**config.mk**
```make
export PLATFORM = sky130hd
export DESIGN_NAME = insn_encoder_flat
export DESIGN_NICKNAME = d
export VERILOG_FILES = /design/src/rtl/insn_encoder_if.sv /design/src/rtl/insn_encoder.sv /design/src/flat_wrapper.sv
export SDC_FILE = /design/constraint.sdc
export NUM_CORES = 1
export LEC_CHECK = 0
export CORE_MARGIN = 2
export CORE_UTILIZATION = 47
export DETAILED_ROUTE_END_ITERATION = 7
export GPL_TIMING_DRIVEN = 0
export HOLD_SLACK_MARGIN = 0.15
export PLACE_DENSITY = 0.89
export SLEW_MARGIN = 20
export SYNTH_ARGS = -nofsm -noshare
export SYNTH_HDL_FRONTEND = slang
export SYNTH_SLANG_ARGS = --single-unit
```
**constraint.sdc**
```tcl
create_clock -name clk -period 2.96 [get_ports clk]
set_clock_uncertainty 0.2 [all_clocks]
set_input_delay 0.592 -clock clk [delete_from_list [all_inputs] [get_ports clk]]
set_output_delay 0.592 -clock clk [all_outputs]
set_load 0.02 [all_outputs]
```
**src/rtl/insn_encoder_if.sv**
```systemverilog
// rtl/insn_encoder_if.sv - request/response bundle for the RV32I instruction encoder
interface insn_encoder_if #(
  parameter int ADDR_W = 32
);
  logic              in_valid;
  logic              in_ready;
  logic [2:0]        fmt;
  logic [6:0]        opcode;
  logic [4:0]        rd;
  logic [2:0]        funct3;
  logic [4:0]        rs1;
  logic [4:0]        rs2;
  logic [6:0]        funct7;
  logic [31:0]       imm;
  logic              addr_clr;
  logic              out_valid;
  logic              out_ready;
  logic [31:0]       out_insn;
  logic [ADDR_W-1:0] out_addr;
  logic              err_pulse;
  logic [7:0]        err_count;

  // program generator side: issues requests, consumes words
  modport master (
    output in_valid, fmt, opcode, rd, funct3, rs1, rs2, funct7, imm, addr_clr, out_ready,
    input  in_ready, out_valid, out_insn, out_addr, err_pulse, err_count
  );

  // encoder side
  modport slave (
    input  in_valid, fmt, opcode, rd, funct3, rs1, rs2, funct7, imm, addr_clr, out_ready,
    output in_ready, out_valid, out_insn, out_addr, err_pulse, err_count
  );
endinterface

```
**src/rtl/insn_encoder.sv**
```systemverilog
// rtl/insn_encoder.sv - streaming RV32I field-to-word encoder with address counter (optional ENC_IMM_CHECK_EN)
module insn_encoder #(
  parameter int                ADDR_W    = 32,
  parameter logic [ADDR_W-1:0] BASE_ADDR = '0
) (
  input logic           clk,
  input logic           rst_n,
  insn_encoder_if.slave bus
);
  localparam logic [2:0] FMT_R = 3'd0;
  localparam logic [2:0] FMT_I = 3'd1;
  localparam logic [2:0] FMT_S = 3'd2;
  localparam logic [2:0] FMT_B = 3'd3;
  localparam logic [2:0] FMT_U = 3'd4;
  localparam logic [2:0] FMT_J = 3'd5;

  logic [31:0]       insn;
  logic              fmt_ok;
  logic              imm_ok;
  logic              accept;
  logic              take;
  logic              reject;
  logic              out_valid_q;
  logic [31:0]       out_insn_q;
  logic [ADDR_W-1:0] out_addr_q;
  logic [ADDR_W-1:0] next_addr;
  logic [ADDR_W-1:0] word_addr;
  logic              err_pulse_q;
  logic [7:0]        err_count_q;

  // pack request fields into the standard RV32I bit placement
  always_comb begin
    insn   = 32'h0;
    fmt_ok = 1'b1;
    case (bus.fmt)
      FMT_R: insn = {bus.funct7, bus.rs2, bus.rs1, bus.funct3, bus.rd, bus.opcode};
      FMT_I: insn = {bus.imm[11:0], bus.rs1, bus.funct3, bus.rd, bus.opcode};
      FMT_S: insn = {bus.imm[11:5], bus.rs2, bus.rs1, bus.funct3, bus.imm[4:0], bus.opcode};
      FMT_B: insn = {bus.imm[12], bus.imm[10:5], bus.rs2, bus.rs1, bus.funct3,
                     bus.imm[4:1], bus.imm[11], bus.opcode};
      FMT_U: insn = {bus.imm[31:12], bus.rd, bus.opcode};
      FMT_J: insn = {bus.imm[20], bus.imm[10:1], bus.imm[11], bus.imm[19:12],
                     bus.rd, bus.opcode};
      default: fmt_ok = 1'b0;
    endcase
  end

`ifdef ENC_IMM_CHECK_EN
  // immediate must be representable: sign-extension bits all equal, alignment where needed
  always_comb begin
    imm_ok = 1'b1;
    case (bus.fmt)
      FMT_I, FMT_S: imm_ok = (bus.imm[31:11] == '0) || (bus.imm[31:11] == '1);
      FMT_B: imm_ok = ((bus.imm[31:12] == '0) || (bus.imm[31:12] == '1)) && !bus.imm[0];
      FMT_J: imm_ok = ((bus.imm[31:20] == '0) || (bus.imm[31:20] == '1)) && !bus.imm[0];
      FMT_U: imm_ok = (bus.imm[11:0] == 12'h000);
      default: imm_ok = 1'b1;
    endcase
  end
`else
  // out-of-range immediates are truncated silently
  always_comb begin
    imm_ok = 1'b1;
  end
`endif

  // handshake: the output register can take a word when empty or draining
  always_comb begin
    bus.in_ready = !out_valid_q || bus.out_ready;
    accept       = bus.in_valid && bus.in_ready;
    take         = accept && fmt_ok && imm_ok;
    reject       = accept && !(fmt_ok && imm_ok);
    word_addr    = bus.addr_clr ? BASE_ADDR : next_addr;
  end

  // output register, address counter and error bookkeeping
  always_ff @(posedge clk or negedge rst_n) begin
    if (!rst_n) begin
      out_valid_q <= 1'b0;
      out_insn_q  <= 32'h0;
      out_addr_q  <= BASE_ADDR;
      next_addr   <= BASE_ADDR;
      err_pulse_q <= 1'b0;
      err_count_q <= 8'h00;
    end else begin
      if (take) begin
        out_valid_q <= 1'b1;
        out_insn_q  <= insn;
        out_addr_q  <= word_addr;
        next_addr   <= word_addr + ADDR_W'(4);
      end else begin
        if (bus.out_ready) out_valid_q <= 1'b0;
        if (bus.addr_clr)  next_addr   <= BASE_ADDR;
      end
      err_pulse_q <= reject;
      if (reject && (err_count_q != 8'hFF)) err_count_q <= err_count_q + 8'd1;
    end
  end

  assign bus.out_valid = out_valid_q;
  assign bus.out_insn  = out_insn_q;
  assign bus.out_addr  = out_addr_q;
  assign bus.err_pulse = err_pulse_q;
  assign bus.err_count = err_count_q;
endmodule

```
**src/flat_wrapper.sv**
```systemverilog
// flat-port wrapper written by rule: the top's interface ports become plain ports
module insn_encoder_flat 
#(
  parameter int                ADDR_W    = 32,
  parameter logic [ADDR_W-1:0] BASE_ADDR = '0
)
  (clk, rst_n, bus_in_valid, bus_fmt, bus_opcode, bus_rd, bus_funct3, bus_rs1, bus_rs2, bus_funct7, bus_imm, bus_addr_clr, bus_out_ready, bus_in_ready, bus_out_valid, bus_out_insn, bus_out_addr, bus_err_pulse, bus_err_count);
  insn_encoder_if #(.ADDR_W(ADDR_W)) bus_i ();
  input logic clk;
  input logic rst_n;
  input wire logic [$bits(bus_i.in_valid)-1:0] bus_in_valid;
  input wire logic [$bits(bus_i.fmt)-1:0] bus_fmt;
  input wire logic [$bits(bus_i.opcode)-1:0] bus_opcode;
  input wire logic [$bits(bus_i.rd)-1:0] bus_rd;
  input wire logic [$bits(bus_i.funct3)-1:0] bus_funct3;
  input wire logic [$bits(bus_i.rs1)-1:0] bus_rs1;
  input wire logic [$bits(bus_i.rs2)-1:0] bus_rs2;
  input wire logic [$bits(bus_i.funct7)-1:0] bus_funct7;
  input wire logic [$bits(bus_i.imm)-1:0] bus_imm;
  input wire logic [$bits(bus_i.addr_clr)-1:0] bus_addr_clr;
  input wire logic [$bits(bus_i.out_ready)-1:0] bus_out_ready;
  output wire logic [$bits(bus_i.in_ready)-1:0] bus_in_ready;
  output wire logic [$bits(bus_i.out_valid)-1:0] bus_out_valid;
  output wire logic [$bits(bus_i.out_insn)-1:0] bus_out_insn;
  output wire logic [$bits(bus_i.out_addr)-1:0] bus_out_addr;
  output wire logic [$bits(bus_i.err_pulse)-1:0] bus_err_pulse;
  output wire logic [$bits(bus_i.err_count)-1:0] bus_err_count;
  assign bus_i.in_valid = bus_in_valid;
  assign bus_i.fmt = bus_fmt;
  assign bus_i.opcode = bus_opcode;
  assign bus_i.rd = bus_rd;
  assign bus_i.funct3 = bus_funct3;
  assign bus_i.rs1 = bus_rs1;
  assign bus_i.rs2 = bus_rs2;
  assign bus_i.funct7 = bus_funct7;
  assign bus_i.imm = bus_imm;
  assign bus_i.addr_clr = bus_addr_clr;
  assign bus_i.out_ready = bus_out_ready;
  assign bus_in_ready = bus_i.in_ready;
  assign bus_out_valid = bus_i.out_valid;
  assign bus_out_insn = bus_i.out_insn;
  assign bus_out_addr = bus_i.out_addr;
  assign bus_err_pulse = bus_i.err_pulse;
  assign bus_err_count = bus_i.err_count;
  insn_encoder #(.ADDR_W(ADDR_W), .BASE_ADDR(BASE_ADDR)) u_core (.clk(clk), .rst_n(rst_n), .bus(bus_i));
endmodule
```
==> metrics, run 1 <==
Ys Warns 0; Pre-Repair DR Iteration Count 5; CP endpoint kind register; Worst-path clk slew 0.10 ns; number of global-route vias before repair 4517; Power Density 486 nW/um2; CTS tree yes; Rows 37; sw power 1.02 mW; DRC violations left 0; Die ar. 11400 um2; Tmin final 2.93 ns; Antenna Violating Nets Remaining 0; static leakage 2.84 nW; Worst EP arrival 3.04 ns; chip height 107 um; clk_lat worst skew between 0.3 and 0.4 ns; fmax 341 MHz; post-route cell area 6910 um2; I/O pin count between 100 and 150; number of synthesized register bits 106; fin nets around 750; initial core utilization 0.482; worst flop-to-flop path startpoint u_core.next_addr[8]; CP required 3.07 ns; most common cell after layout, fill and taps aside clkdlybuf4s50_1; dpl cells between 700 and 800; MaxCap Viol Count 0; period utilisation layout 0.990; Mean Syn Cell Area between 9 and 10 um2; TritonCTS Sinks 106; Detail Placement HPWL 10.3 mm; Die W ~110 um; CP max stage delay just under 0.6 ns; Worst Setup EP u_core.next_addr[27]; Worst-Margin Slew 0.650 ns; Clock Path Buffers 2; H-tree levels 3; internal power 2.34 mW; Switching Fraction 0.304; met1 WL 5.69 mm; max layer used met4; setup slack, reg-to-reg 0.25 ns; Critical Setup Path Class in2reg; Primary FF master, synth dfrtp_1; initial antenna violation count 0; TritonCTS Buffers 9; fin cells 820; Iteration-0 DRC Markers 405; R2R Path End u_core.next_addr[27]; Vias 4617; Critical path origin bus_fmt[2]; Clk Tree Root Cell clkbuf_8; Detail Route met2 WL between 7 and 8 mm; Total GRT Usage 0.244; CP Launch Type input port; layout cells sized above 1 0.0775; area occupied by multi-input gates 2180 um2; synthesized cell area ~5000 um2; share of flip-flops with an asynchronous set or reset 1.00; Area Overhead vs Synth 39.6%; Yosys cell types 41; DP Area about 6600 um2; met3 routed WL 910 um; Flop pwr share 0.492; Slew HR 0.567; antenna cells 0; most frequent cells in the layout clkdlybuf4s50_1, dfrtp_1, nand2_1; port bufs 145; WL/cell approximately 17 um; first-pass GRT wire length between 20 and 25 mm; Final Max Tran Viols 0; critical path peak fanout 10; largest net degree at the start of global routing 75; Worst path slowest cell clkdlybuf4s50_1; gpl congestion approximately 0.91; fillcell total 776; Final setup viols 0; Core Footprint 10300 um2; Clock power frac 0.269; vias per cell between 5 and 6; setup TNS 0 ns; Mapped Cells 517; Hold Fails Final Rpt 0; Syn Nets slightly below 600; grt total ovfl 0; outcome finished, final reports clean; worst path cell trace clkdlybuf4s50_1, nand2_1, nand4_1, or4_4, buf_6, or4_1, a21oi_1; Max rail drop VDD 297 uV; reg2reg path depth 7; Power Total 3.36 mW; share of total power in combinational logic 0.239; number of flops mapped to enable cells by yosys 0; sequential cell area fraction in the yosys report 0.536; register cell area after layout 2650 um2; min-delay worst type reg2reg; WL final 14.1 mm
-- kinds of logic (layout without fill, tap and decap cells) --
kind of cell,count (synthesis),in the layout,share of synthesized area
flops,106,106,0.536
mux,19,19,0.0412
xor+xnor,24,24,0.0425
fa+ha+maj,2,2,0.00505
simple gates,224,224,0.220
compound gates,99,99,0.121
buf+inv,43,210,0.0344
-- state kept, by name (all words and copies together) (netlist names) --
name and flops:
u_core.bus.out_addr 32, u_core.bus.err_count 8, u_core.next_addr 32, u_core.bus.out_insn 32, u_core.bus.out_valid 1, u_core.bus.err_pulse 1
-- cell usage after synthesis, drive strengths merged, types with 3 or more instances --
library cell / count / area [um2]
dfrtp: 106 / 2650
nand2: 83 / 312
nor2: 47 / 176
o21ai: 47 / 235
clkbuf: 24 / 90.1
nand2b: 19 / 119
xnor2: 18 / 158
a21oi: 16 / 80.1
a221oi: 13 / 114
a22oi: 11 / 82.6
inv: 11 / 41.3
mux2: 11 / 124
nor2b: 11 / 68.8
nand3: 10 / 55.1
or3: 9 / 56.3
mux2i: 8 / 80.1
nand4: 8 / 50.1
nor4: 8 / 50.1
buf: 7 / 35.0
o31ai: 7 / 52.6
or4: 7 / 56.3
nor3: 6 / 30.0
xor2: 6 / 52.6
and3: 4 / 25.0
or2: 4 / 25.0
a211oi: 3 / 22.5
-- what timing repair did --
action                                  in CTS  in global routing
hold buffers                                 1                  0
pin swaps                                    2                  2
resized for setup                           10                  4
endpoints found under the setup margin       9                  5
setup buffers                                2                  2
endpoints found under the hold margin       32                  0
-- cell type report --
class,count,area share
Buffer,31,0.0212
Tap cell,136,0.0246
Clock inverter,6,0.00977
Sequential cell,106,0.384
Timing Repair Buffer,151,0.220
Inverter,12,0.00652
Multi-Input combinational cell,368,0.316
Clock buffer,10,0.0185
-- power groups by stage --
stage	combinational [mW]	clock, mW	sequential (mW)
4_1_cts	0.799	0.910	1.65
2_1_floorplan	0.215	0	1.81
5_1_grt	0.856	0.966	1.67
3_3_place_gp	0.763	0	1.67
3_5_place_dp	0.791	0	1.68
6_report	0.802	0.904	1.65
-- layer usage --
layer  vias up  global-route usage
li1       2113                   -
met1      2252               0.310
met2       205               0.416
met3        47              0.0456
met4         0              0.0946
met5         -                   0
-- worst min-delay path by stage --
stage,startpoint,to,cells past startpoint
after floorplan,rst_n,u_core.bus.err_count[0],0
after global placement,u_core.bus.out_insn[2],u_core.bus.out_insn[2],2
after detailed placement,u_core.bus.out_addr[2],u_core.bus.out_addr[2],2
after CTS,u_core.bus.out_addr[2],u_core.bus.out_addr[2],2
after global routing,u_core.bus.out_addr[2],u_core.bus.out_addr[2],2
final,u_core.bus.out_addr[2],u_core.bus.out_addr[2],2
-- through the flow --
step	setup slack (ns)	util	hold WS, ns
4_1_cts	0.00714	0.669	0.288
5_1_grt	-0.0135	0.673	0.306
2_1_floorplan	0.0177	-	0.0964
6_report	0.0304	0.673	0.285
3_5_place_dp	-0.949	0.644	0.263
3_3_place_gp	-2.68	0.641	0.258
-- critical path, delay by kind of cell --
family,cells,cell delay (ns)
AND/OR/NAND/NOR,4,1.54
buffers and inverters,2,0.75
AO/OA/AOI/OAI,1,0.15
(Power assumes the default switching activity.)
==> run 2: changes to the inputs <==
- CORE_MARGIN: 2 -> 3
- TNS_END_PERCENT: not set -> 100
==> metrics, run 2 (synthesis results as in run 1) <==
TritonCTS Buffers 9; post-route cell area 6890 um2; Hold Fails Final Rpt 0; Vias 4544; Die ar. 11800 um2; I/O pin count 147; Power Total 3.28 mW; CTS tree yes; clk_lat worst skew 0.37 ns; CP Launch Type input port; share of total power in combinational logic 0.244; Iteration-0 DRC Markers 386; reg2reg path depth 7; fin cells 816; Tmin final 2.84 ns; period utilisation layout 0.959; chip height 109 um; fin nets 753; initial antenna violation count 0; Max rail drop VDD 356 uV; hold_sp u_core.bus.out_insn[21]; largest net degree at the start of global routing 74; CP max stage delay 0.59 ns; critical path peak fanout 10; CP top delay family simple AND/OR/NAND/NOR gates; Die W ~110 um; most common cell after layout, fill and taps aside clkdlybuf4s50_1; worst path bufs/invs 2; Worst-path clk slew 0.10 ns; Slew HR 0.547; Rows 36; vias per cell between 5 and 6; worst path cell trace clkdlybuf4s50_1, nand2_1, nand4_1, or4_4, buf_6, or4_1, a21oi_1; Clk Tree Root Cell clkbuf_8; Critical path origin bus_fmt[2]; number of global-route vias before repair between 4000 and 5000; Worst EP arrival ~3 ns; outcome finished, final reports clean; worst setup margin 0.121 ns; most frequent cells in the layout clkdlybuf4s50_1, dfrtp_1, nand2_1; fmax 352 MHz; R2R Path End u_core.next_addr[27]; Core Footprint 10000 um2; min-delay worst type reg2reg; first-pass GRT wire length ~22 mm; internal power between 2 and 2.5 mW; Clock Path Buffers 2; Switching Fraction 0.305; worst flop-to-flop path startpoint u_core.next_addr[9]; DRC violations left 0; gpl congestion ~0.91; static leakage 2.84 nW; WL final 14.1 mm; Clock power frac 0.251; initial core utilization 0.495; Total GRT Usage 0.237; layout cells sized above 1 0.0776; DP Area 6620 um2; Area Overhead vs Synth 39.1%; dpl cells 796; Setup WS pre-CTS -0.940 ns; CP endpoint kind register; CP required 3.05 ns; MaxCap Viol Count 0; Worst path slowest cell clkdlybuf4s50_1; WL/cell approximately 17 um; Critical Setup Path Class in2reg; port bufs 145; grt total ovfl 0; Detail Placement HPWL 10.5 mm; Worst Setup EP u_core.next_addr[27]; Pre-Repair DR Iteration Count 5; sw power 1.00 mW; Final setup viols 0; setup slack, reg-to-reg approximately 0.26 ns; Antenna Violating Nets Remaining 0; Final Max Tran Viols 0; H-tree levels 3; antenna cells 0; Worst-Margin Slew 0.680 ns; WP depth 7; Flop pwr share 0.505; TritonCTS Sinks ~110; RSZ-0062 raised after global routing false; Power Density 476 nW/um2
==> run 2: final cells by class <==
| type | instances | area [um2] |
|---|---|---|
| Tap cell | 133 | 166 |
| Clock inverter | 4 | 35.0 |
| Clock buffer | 11 | 141 |
| Inverter | 12 | 45.0 |
| Timing Repair Buffer | 151 | 1520 |
| Sequential cell | 106 | 2650 |
| Buffer | 31 | 148 |
| Fill cell | 708 | 3110 |
| Multi-Input combinational cell | 368 | 2180 |
==> run 2: how the worst min path moves through the flow <==
stage | endpoint | slack [ns] | depth (start not counted)
2_1_floorplan | u_core.bus.err_count[0] | 0.1 | 0
3_3_place_gp | u_core.bus.out_insn[4] | 0.26 | 2
4_1_cts | u_core.bus.out_insn[21] | 0.30 | 2
3_5_place_dp | u_core.bus.out_addr[9] | 0.27 | 2
6_report | u_core.bus.out_insn[21] | 0.29 | 2
5_1_grt | u_core.bus.out_addr[2] | 0.31 | 2
==> run 2: worst min-delay path, delay by kind of cell (launching register included) <==
family | cells | cell delay (ns)
flops | 1 | 0.35
simple gates | 1 | 0.04
compound gates | 1 | 0.06
==> run 2: power by group through the flow <==
stage | registers, mW | clock network [mW] | logic (mW)
after floorplan | 1.81 | 0 | 0.215
after global placement | 1.67 | 0 | 0.765
after detailed placement | 1.68 | 0 | 0.793
after global routing | 1.67 | 0.889 | 0.869
final | 1.66 | 0.823 | 0.802
after CTS | 1.65 | 0.831 | 0.802
==> run 2: metal layers <==
layer / vias to the layer above / track usage / routed length [um]
li1: 2119 / - / -
met1: 2181 / 0.305 / 5630
met2: 203 / 0.397 / 6940
met3: 41 / 0.0444 / 1090
met4: 0 / 0.0974 / 499
met5: - / 0 / 0
==> run 2: timing repair <==
| action | in CTS | in global routing |
|---|---|---|
| gates cloned | 0 | 0 |
| setup endpoints to repair | 18 | 14 |
| pin swaps | 2 | 3 |
| resized for setup | 9 | 8 |
| endpoints found under the hold margin | 33 | 0 |
| setup buffers | 2 | 2 |
| hold buffers | 1 | 0 |
==> run 2: through the flow <==
stage	setup TNS (ns)	util	hold WS, ns
global route	0	0.689	0.314
CTS	-0.0485	0.685	0.297
finish	0	0.689	0.289
global placement	-295.88	0.659	0.258
detailed placement	-11.46	0.662	0.269
floorplan	0	-	0.0964
==> run 3: changes to the inputs <==
- CELL_PAD_IN_SITES_DETAIL_PLACEMENT: not set -> 1
- CELL_PAD_IN_SITES_GLOBAL_PLACEMENT: not set -> 2
- CORE_UTILIZATION: 47 -> 28
- GPL_ROUTABILITY_DRIVEN: not set -> 0
- PLACE_DENSITY: 0.89 -> 0.88
==> metrics, run 3 (synthesis results as in run 1) <==
outcome finished, final reports clean; CTS tree yes; CP required 3.04 ns; Worst-path clk slew 0.07 ns; grt total ovfl 0; Clk Tree Root Cell clkbuf_16; Worst EP arrival 2.99 ns; period utilisation layout 0.983; Max rail drop VDD between 300 and 400 uV; Final Max Tran Viols 0; Pre-Repair DR Iteration Count 5; most common cell after layout, fill and taps aside clkdlybuf4s50_1; reg2reg path depth 7; Worst-Margin Slew approximately 0.69 ns; Iteration-0 DRC Markers 160; DP Area 6730 um2; antenna cells 0; largest net degree at the start of global routing between 70 and 80; first-pass GRT wire length ~27 mm; Slew HR 0.539; DRC violations left 0; port bufs 145; worst path cell trace dlygate4sd2_1, buf_8, clkbuf_16, nand2b_4, inv_1, ha_1, a21boi_4, nand3_4, or4_4, or4_4, a21oi_2; Rows 47; static leakage 2.92 nW; MaxCap Viol Count 0; I/O pin count 147; Final setup viols 0; post-route cell area roughly 7000 um2; fillcell total 1953; Tmin final 2.91 ns; min-delay worst type reg2reg; H-tree levels 3; Die W 139 um; fmax 344 MHz; CP Launch Type input port; CP max stage delay 0.52 ns; initial core utilization 0.292; Total GRT Usage 0.171; CP endpoint kind register; Critical Setup Path Class in2reg; Clock Path Buffers 2; chip height 139 um; number of global-route vias before repair 4909; Area Overhead vs Synth 44.9%; Core Footprint 16900 um2; setup TNS 0 ns; Detail Placement HPWL ~12 mm; Die ar. about 19000 um2; clk_lat worst skew 0.36 ns; fin nets 753; most frequent cells in the layout clkdlybuf4s50_1, dfrtp_1, nand2_1; TritonCTS Buffers 9; hold path cells 2; critical path peak fanout 10; Worst path slowest cell or4_4; Power Density 532 nW/um2; TritonCTS Sinks 106; Hold Fails Final Rpt 0; WL final 16.5 mm; WL/cell 18.3 um; Vias ~4500; vias per cell 4.95; crit-path most repeated cell or4_4; Antenna Violating Nets Remaining 0; layout cells sized above 1 0.0804; initial antenna violation count 0
==> run 3: cell count changes in the layout (fill, tap and decap cells not counted), sizes merged <==
| cell | change |
|---|---|
| clkbuf | -3 |
| bufinv | +2 |
| buf | +1 |
| clkinv | -1 |
| clkinvlp | +1 |
| dlygate4sd2 | +1 |
==> run 3: final cells by class <==
| class | instances | area, um2 | area share |
|---|---|---|---|
| Tap cell | 220 | 275 | 0.0384 |
| Timing Repair Buffer | 151 | 1520 | 0.212 |
| Buffer | 31 | 159 | 0.0221 |
| Sequential cell | 106 | 2650 | 0.370 |
| Inverter | 12 | 45.0 | 0.00628 |
| Multi-Input combinational cell | 368 | 2190 | 0.305 |
| Clock buffer | 10 | 239 | 0.0333 |
| Clock inverter | 6 | 96.3 | 0.0134 |
==> run 3: per-stage QoR <==
stage	worst slack (ns)	power, mW	utilization	std cells	hold slack [ns]
2_1_floorplan	0.0177	2.02	-	517	0.0964
3_3_place_gp	-3.05	2.46	0.395	882	0.263
3_5_place_dp	-0.915	2.49	0.397	883	0.271
4_1_cts	0.00293	3.88	0.421	901	0.288
5_1_grt	-0.0194	4.00	0.424	904	0.309
6_report	0.0512	3.82	0.424	904	0.279
==> run 3: path summary, 6_finish.rpt <==
| kind | start | end | slack, ns |
|---|---|---|---|
| max | bus_addr_clr | u_core.next_addr[30] | 0.05 |
| min | u_core.bus.out_addr[28] | u_core.bus.out_addr[28] | 0.28 |
| max reg2reg | u_core.next_addr[9] | u_core.next_addr[27] | 0.22 |
| min reg2reg | u_core.bus.out_addr[28] | u_core.bus.out_addr[28] | 0.28 |
| max in group asynchronous | rst_n | u_core.bus.err_count[4] | 1.40 |
| min in group asynchronous | rst_n | u_core.next_addr[14] | 0.46 |
==> run 3: layer usage <==
| layer | routed length (um) | global-route usage |
|---|---|---|
| met5 | 0 | 0 |
| met4 | 125 | 0.0407 |
| met3 | 756 | 0.0383 |
| met2 | 8350 | 0.297 |
| met1 | 7280 | 0.218 |
==> run 3: power by group <==
group	internal, mW	leakage [nW]	switching, mW
Combinational	0.386	1.35	0.425
Clock	0.776	0.161	0.579
Sequential	1.56	1.41	0.0905
==> run 3: repair_timing <==
action                                  CTS  global route
endpoints found under the hold margin    28             0
buffers inserted                          1             3
gates resized for setup                  10             8
endpoints found under the setup margin   18            17
pin swaps                                 1             3
hold buffers                              1             0
==> run 3: critical path, delay by kind of cell <==
kind | cells | cell delay, ns
buffers and inverters | 4 | 0.67
AO/OA/AOI/OAI | 2 | 0.36
AND/OR/NAND/NOR | 4 | 1.22
adder cells (fa/ha/maj) | 1 | 0.14
